<file path="src/rtl/regfile_pkg.sv">
// project_types: shared pipeline types and constants used by the register file
package project_types;
  typedef logic reset_status_t;
  typedef logic [31:0] reg_data_t;
  typedef struct packed {
    logic en;
    logic [4:0] addr;
  } reg_info_t;
  typedef struct packed {
    logic en;
    logic [4:0] addr;
    reg_data_t data;
  } reg_t;
  localparam logic REG_ENABLE = 1'b1;
  localparam reset_status_t RST_ENABLE = 1'b1;
  localparam logic [4:0] REG_ZERO = 5'd0;
  localparam int PEND_MAX = 3;
endpackage

</file>
<file path="src/rtl/i_regbus.sv">
// i_regbus: decode-to-register-file read bus with two read ports
interface i_regbus;
  import project_types::*;
  reg_info_t r1_info, r2_info;
  reg_data_t r1_data, r2_data;
  modport master(output r1_info, r2_info, input r1_data, r2_data);
  modport slave(input r1_info, r2_info, output r1_data, r2_data);
endinterface

</file>
<file path="src/rtl/regfile_scoreboard.sv">
// regfile_scoreboard: per-register pending-load counters and read stall request
module regfile_scoreboard import project_types::*; #(
  parameter int NREGS = 32,
  parameter int PEND_W = 2
) (
  input  logic          clk,
  input  reset_status_t rst,
  input  reg_info_t     ld_issue,
  input  reg_t          wb,
  input  logic          wb_is_load,
  input  reg_info_t     r1_info,
  input  reg_info_t     r2_info,
  output logic          stall
);
  logic [PEND_W-1:0] pend [NREGS];
  logic inc, ld_wb, dec;
  assign inc = ld_issue.en && ld_issue.addr != REG_ZERO;
  assign ld_wb = wb.en == REG_ENABLE && wb_is_load && wb.addr != REG_ZERO;
  assign dec = ld_wb && pend[wb.addr] != '0;
  function automatic logic hit(reg_info_t i, logic [PEND_W-1:0] p, logic retire);
    return i.en && i.addr != REG_ZERO && p != '0 && !(p == PEND_W'(1) && retire);
  endfunction
  assign stall = rst != RST_ENABLE &&
    (hit(r1_info, pend[r1_info.addr], ld_wb && wb.addr == r1_info.addr) ||
     hit(r2_info, pend[r2_info.addr], ld_wb && wb.addr == r2_info.addr));
  always_ff @(posedge clk)
    for (int n = 0; n < NREGS; n++)
      if (rst == RST_ENABLE) pend[n] <= '0;
      else if (inc && ld_issue.addr == 5'(n) && !(dec && wb.addr == 5'(n)) && pend[n] != '1)
        pend[n] <= pend[n] + 1'b1;
      else if (dec && wb.addr == 5'(n) && !(inc && ld_issue.addr == 5'(n)))
        pend[n] <= pend[n] - 1'b1;
  assert property (@(posedge clk) disable iff (rst == RST_ENABLE)
    !(inc && pend[ld_issue.addr] == '1 && !(dec && wb.addr == ld_issue.addr)));
  assert property (@(posedge clk) disable iff (rst == RST_ENABLE)
    !(ld_wb && pend[wb.addr] == '0));
endmodule

</file>
<file path="src/rtl/regfile.sv">
// regfile: two-read one-write register file with write-through bypass and load stall
module regfile import project_types::*; #(
  parameter int NREGS = 32,
  parameter int PEND_W = $clog2(PEND_MAX + 1)
) (
  input  logic          clk,
  input  reset_status_t rst,
  i_regbus.slave        read,
  input  reg_t          wb_wreg_i,
  input  logic          wb_is_load_i,
  input  reg_info_t     ld_issue_i,
  output logic          stallreq_from_regfile_o
);
  reg_data_t regs [NREGS];
  function automatic reg_data_t rd(reg_info_t i, reg_t wb, reg_data_t a);
    return (!i.en || i.addr == REG_ZERO) ? '0 :
           (wb.en == REG_ENABLE && wb.addr == i.addr) ? wb.data : a;
  endfunction
  always_ff @(posedge clk)
    if (rst == RST_ENABLE)
      for (int n = 0; n < NREGS; n++) regs[n] <= '0;
    else if (wb_wreg_i.en == REG_ENABLE && wb_wreg_i.addr != REG_ZERO)
      regs[wb_wreg_i.addr] <= wb_wreg_i.data;
  assign read.r1_data = rst == RST_ENABLE ? '0 : rd(read.r1_info, wb_wreg_i, regs[read.r1_info.addr]);
  assign read.r2_data = rst == RST_ENABLE ? '0 : rd(read.r2_info, wb_wreg_i, regs[read.r2_info.addr]);
  regfile_scoreboard #(.NREGS(NREGS), .PEND_W(PEND_W)) u_sb (
    .clk(clk),
    .rst(rst),
    .ld_issue(ld_issue_i),
    .wb(wb_wreg_i),
    .wb_is_load(wb_is_load_i),
    .r1_info(read.r1_info),
    .r2_info(read.r2_info),
    .stall(stallreq_from_regfile_o)
  );
endmodule

</file>
<file path="src/flat_wrapper.sv">
// flat-port wrapper written by rule: the top's interface ports become plain ports
module regfile_flat import project_types::*;
#(
  parameter int NREGS = 32,
  parameter int PEND_W = $clog2(PEND_MAX + 1)
)
  (clk, rst, wb_wreg_i, wb_is_load_i, ld_issue_i, stallreq_from_regfile_o, read_r1_info, read_r2_info, read_r1_data, read_r2_data);
  i_regbus read_i ();
  input  logic clk;
  input  reset_status_t rst;
  input  reg_t wb_wreg_i;
  input  logic wb_is_load_i;
  input  reg_info_t ld_issue_i;
  output logic stallreq_from_regfile_o;
  input wire logic [$bits(read_i.r1_info)-1:0] read_r1_info;
  input wire logic [$bits(read_i.r2_info)-1:0] read_r2_info;
  output wire logic [$bits(read_i.r1_data)-1:0] read_r1_data;
  output wire logic [$bits(read_i.r2_data)-1:0] read_r2_data;
  assign read_i.r1_info = read_r1_info;
  assign read_i.r2_info = read_r2_info;
  assign read_r1_data = read_i.r1_data;
  assign read_r2_data = read_i.r2_data;
  regfile #(.NREGS(NREGS), .PEND_W(PEND_W)) u_core (.clk(clk), .rst(rst), .read(read_i), .wb_wreg_i(wb_wreg_i), .wb_is_load_i(wb_is_load_i), .ld_issue_i(ld_issue_i), .stallreq_from_regfile_o(stallreq_from_regfile_o));
endmodule
</file>
<file path="config.mk">
export PLATFORM = sky130hd
export DESIGN_NAME = regfile_flat
export DESIGN_NICKNAME = d
export VERILOG_FILES = /design/src/rtl/regfile_pkg.sv /design/src/rtl/i_regbus.sv /design/src/rtl/regfile_scoreboard.sv /design/src/rtl/regfile.sv /design/src/flat_wrapper.sv
export SDC_FILE = /design/constraint.sdc
export NUM_CORES = 2
export LEC_CHECK = 0
export BUFFER_PORTS_ARGS = -buffer_cell sky130_fd_sc_hd__clkbuf_2
export CAP_MARGIN = 25
export CORE_AREA = 2 2 304 606
export CTS_BUF_LIST = sky130_fd_sc_hd__clkbuf_16
export CTS_CLUSTER_DIAMETER = 100
export DETAILED_ROUTE_END_ITERATION = 6
export DIE_AREA = 0 0 306 608
export SLEW_MARGIN = 20
export SYNTH_ARGS = -nofsm -noshare
export SYNTH_HDL_FRONTEND = slang
export SYNTH_SLANG_ARGS = --single-unit
</file>
<file path="constraint.sdc">
create_clock -name clk -period 5.8 [get_ports clk]
set_clock_uncertainty 0.1 [all_clocks]
set_input_delay 0.58 -clock clk [delete_from_list [all_inputs] [get_ports clk]]
set_output_delay 0.58 -clock clk [all_outputs]
set_load 0.05 [all_outputs]
</file>
# After elaboration in Yosys (flattened, before gate mapping)
# Memories as Yosys holds them, arrays and structs flattened.
# Index checks and enable logic that the tools add are counted.
# op_classes
n_reduce_logical	261
eq_ne	98
n_addsub	64
mux	302
bitwise	65
# ops
cell	n
2-to-1 mux 1 bit	230
2-to-1 mux 32 bit	7
logical AND 1 bit	178
== test 5 bit, second input constant	32
2-to-1 mux 2 bit	64
== test 5 x 4 -> 1 bit, second input constant	16
zero test 1 bit	68
adder 2 x 1 -> 2 bit, second input constant	32
inequality test 2 bit, second input constant	32
bitwise OR 1 bit	64
subtractor 2 x 1 -> 2 bit, second input constant	32
== test 5 x 3 -> 1 bit, second input constant	8
OR reduction 32 bit	1
== test 5 x 2 -> 1 bit, second input constant	4
zero test 5 bit	4
nonzero test 5 bit	4
== test 5 x 1 -> 1 bit, second input constant	2
== test 5 bit	2
nonzero test 2 bit	3
2-to-1 mux 5 bit	1
== test 2 x 1 -> 1 bit, second input constant	2
logical OR 1 bit	3
NOT 1 bit	1
# word_totals
ff_bits	0
input_bits	59
n_memories	2
output_inout_bits	65
ramBits	1088
# memory_table
memory	depth	width	read_ports	rd_ports_with_merged_regs	write_ports	line	source
u_core.regs	32	32	2	0	32	regfile.sv:14	reg_data_t regs [NREGS];
u_core.u_sb.pend	32	2	35	0	32	regfile_scoreboard.sv:15	logic [PEND_W-1:0] pend [NREGS];

# Longest topological paths before layout
# depth
depth_word	12
mapped_depth	10
depth_no_buf	7

# Modules after synthesis
# Synthesis repeated with hierarchy kept, for this count alone.
# unflattened
cells_unflattened	4565
area_unflattened_um2	61509.0
# modules_own_cells
mod	area_per_inst_um2	n_inst	cells_per_inst
regfile	55784.8	1	3990
regfile_scoreboard	5724.2	1	575

# Least setup slack after synthesis
# No wires, ideal clock.
# synth_timing
kind	input-to-reg
startpoint	input port wb_wreg_i[32] in the netlist's numbering
endpoint	memory u_core.regs[21][0] in the netlist's numbering, enable pin
n_path_buf	3
arrival_time_ns	3.936
setup_time_ns	0.466
path_slack_ns	1.298
cell_stages	6
path_cell_list	clkbuf_2 buf_2 nor2b_1 nand2_1 clkbuf_1 o21ai_0
# synth_rtl
item	line	source
start, declared	flat_wrapper.sv:11	input reg_t wb_wreg_i;
end, declared	regfile.sv:14	

# Worst setup path in the final report
# layout_timing
startpoint	input port read_r1_info[0]
endpoint	output port read_r1_data[7]
# layout_via
elab_chain_len	5
# layout_rtl
item	line	source
start, declared	flat_wrapper.sv:15	input wire logic [$bits(read_i.r1_info)-1:0] read_r1_info;
parallel branches: the longest is 3 deep, another holds memory read (32 x 32 bit)	-	
2-to-1 mux 32 bit (*)	regfile.sv:16	return (!i.en || i.addr == REG_ZERO) ? '0 :
2-to-1 mux 32 bit (*)	regfile.sv:24	assign read.r1_data = rst == RST_ENABLE ? '0 : rd(read.r1_info, wb_wreg_i, regs[read.r1_info.addr]);
end, declared	flat_wrapper.sv:17	output wire logic [$bits(read_i.r1_data)-1:0] read_r1_data;
# Mark *: on every way between the ends.

==> impl_metrics.yaml <==
synth:
  avgSynthCellArea_um2: 12.8
  syn_inst: 4784
  ys_types: 58
  synthesis.area_um2: 61400
  synth_warnings: 0
  ys.flop_type: "edfxtp_1"
  ys_seq_elements: 1088
  synth_edf_count: 1088
  yosysSeqAreaShare: 0.532
  ys_async_sr_fraction: 0
clock_tree:
  cts_buffer_depth: 3
  ctsResizeCount: 0
  cts_setup_buffers: 0
  cts-root-buf: "clkbuf_16"
  clkSlewWorstSetupHoldPaths_ns: 0.07
  cts_hold_buf: 0
  clock-sinks: 1088
  cts_tree: "done"
  numCtsBuffers: 98
  insertion_delay_ns: 0.73
  cts_max_level: 3
power:
  power_density_nw_per_um2: 276
  sw_frac_of_total: 0.270
  p_leak_uw: 0.0244
  internal-power_uw: 13900
  seqPwrFrac: 0.489
  peakVddDrop_mv: 0.235
  p_switching_uw: 5140
  clkPwrFrac: 0.371
  combPwrFrac: 0.140
sta:
  worst_hold_slack_ns: 0.360
  period_share: 0.772
  slew_headroom: 0.214
  grt_setup_unrepaired: "false"
  tightest_slew_ns: 1.18
  setup_viol: 0
  fmax_ghz: 0.223
  hold_violations: 0
  period_needed_ns: 4.48
  setup-tns-final_ns: 0
  final_max_slew_viol_count: 0
grt:
  grt_usage: 0.250
  antenna_found_initial: 23
  grt_pass1_vias: 45369
  grt_pass1_wl_um: 331000
  grt_max_degree: 68
  grt.overflow.total: 0
floorplan:
  rows: 221
  ios: 124
  die_area_um2: 186000
  die_h_um: 608
  core_region_area_um2: 181000
  die_x_um: 306
  start_util: 0.339
placement:
  routabilityCongestion: 0.861
  io_buffers: 123
  dp_hpwl_um: 144000
detailed_routing:
  drt_pass1_iterations: 7
  postRouteWirelength_um: 238000
  ant_nets: 0
  vias: 44420
  wl_per_cell_um: 33.2
  route.detailed.drc: 1
  vias_per_cell: 6.19
  drt_iter0_markers: 5057
run:
  maxCapViolCount: 0
worst_hold_path:
  hold_path.class: "in2reg"
status:
  status: "finished, violations left"
  violations: "design-rule violations"
critical_path:
  startpoint_type: "input pin"
  cp-end-kind: "output port"
  critical_path_class: "in2out"
  cp.arrival_ns: 3.80
  reg2reg_slack_ns: 3.01
  worst-path-max-fanout: 41
  cp_data_required_time_ns: 5.12
finish:
  fillCellCount: 16938
  drive_gt1_frac: 0.187
  fin_nets: 4834
  syn_to_final_growth_pct: 12.6
critical path, cell delays in order:
cell,delay (ns)
buf_8,0.43
buf_12,0.35
mux2_2,0.31
o21ai_0,0.15
a21oi_1,0.22
nor2_1,0.06
o211ai_1,0.43
o21ai_0,0.45
o21ai_0,0.29
buf_4,0.14
clkbuf_2,0.26
synthesized netlist by cell type (all sizes together) (6+ instances only):
cell type | instances | area [µm²]
edfxtp | 1088 | 32700
and2 | 994 | 6220
mux2i | 474 | 4740
clkbuf | 366 | 1380
mux4 | 296 | 6670
nor2 | 285 | 1070
o21ai | 227 | 1150
a221oi | 224 | 1960
a21oi | 135 | 679
buf | 113 | 582
nand2 | 109 | 409
a22oi | 96 | 721
mux2 | 66 | 747
o211ai | 45 | 338
nor3 | 37 | 196
a22o | 32 | 280
ha | 30 | 375
nand2b | 20 | 125
nand3 | 20 | 100
a211oi | 16 | 120
nand4b | 13 | 114
nor2b | 10 | 62.6
a31oi | 8 | 50.1
nand3b | 8 | 63.8
xor2 | 8 | 70.1
and3 | 7 | 43.8
or2 | 7 | 43.8
a2111o | 6 | 67.6
o32ai | 6 | 52.6
worst paths after layout:
check / cells past startpoint / to / startpoint
max: 11 / read_r1_data[7] / read_r1_info[0]
min: 4 / u_core.u_sb.pend[7][1] / ld_issue_i[4]
max reg2reg: 6 / u_core.u_sb.pend[27][0] / u_core.u_sb.pend[18][0]
min reg2reg: 1 / u_core.u_sb.pend[24][0] / u_core.u_sb.pend[24][0]
registers in the layout, indices dropped and copies added, names as in the netlist:
| signal | flops |
|---|---|
| u_core.u_sb.pend | 64 |
| u_core.regs | 1024 |
placed cells by master (no fill, tap or decap), types with 20 or more instances in the layout:
cell type,n
edfxtp_1,1088
and2_1,994
mux2i_1,474
mux4_2,296
nor2_1,249
a221oi_1,224
o21ai_0,195
buf_4,151
a21oi_1,134
clkbuf_2,110
nand2_1,109
clkbuf_16,100
a22oi_1,96
mux2_2,65
o211ai_1,45
buf_12,39
nor3_1,36
nor2_4,35
conb_1,34
a22o_1,32
o21ai_4,32
ha_1,30
nand3_1,20
layer usage:
metal / vias to the layer above / global-route usage / part of all wire
met3: 870 / 0.0426 / 0.084
li1: 18145 / - / -
met1: 22684 / 0.279 / 0.34
met2: 2713 / 0.436 / 0.50
met5: - / 0 / 0.00024
met4: 8 / 0.170 / 0.073
power by group through the flow:
stage	combinational, µW	clock (µW)	sequential, µW
final	2670	7070	9310
after floorplan	1640	0	9410
after detailed placement	2630	0	9470
after CTS	2630	7130	9300
after global placement	2610	0	9430
after global routing	2770	7370	9350
stage by stage:
stage	cell area, µm²	cells	total power, µW	worst slack [ns]	util
3_3_place_gp	65600	6982	12000	1.27	0.362
4_1_cts	69000	7166	19100	1.33	0.381
5_1_grt	69100	7170	19500	1.00	0.381
3_5_place_dp	65700	6985	12100	1.33	0.363
6_report	69100	7180	19000	1.32	0.381
2_1_floorplan	61500	4817	11000	1.30	-
cells by family (layout without fill, tap and decap cells):
kind of cell / after synthesis / in the layout / share of synthesized area
xor gates and xnor gates: 11 / 11 / 0.00157
DFF: 1088 / 1088 / 0.532
buffers and inverters: 482 / 491 / 0.0321
other: 1 / 47 / 0.0000611
AOI/OAI and AO/OA: 801 / 801 / 0.0891
and+or+nand+nor: 1535 / 1535 / 0.141
adders and majority gates: 30 / 30 / 0.00612
muxes: 836 / 836 / 0.198
layout make-up:
cell class	instances	area, µm²	area share
antenna	13	32.5	0.000471
clock buffer	100	2500	0.0362
clock inverter	81	861	0.0125
inverter	3	13.8	0.000199
multi-input combinational	3247	27500	0.398
sequential	1088	32700	0.473
tap	2341	2930	0.0424
timing repair buffer	307	2570	0.0372
Power figures use the tool's default switching activity.
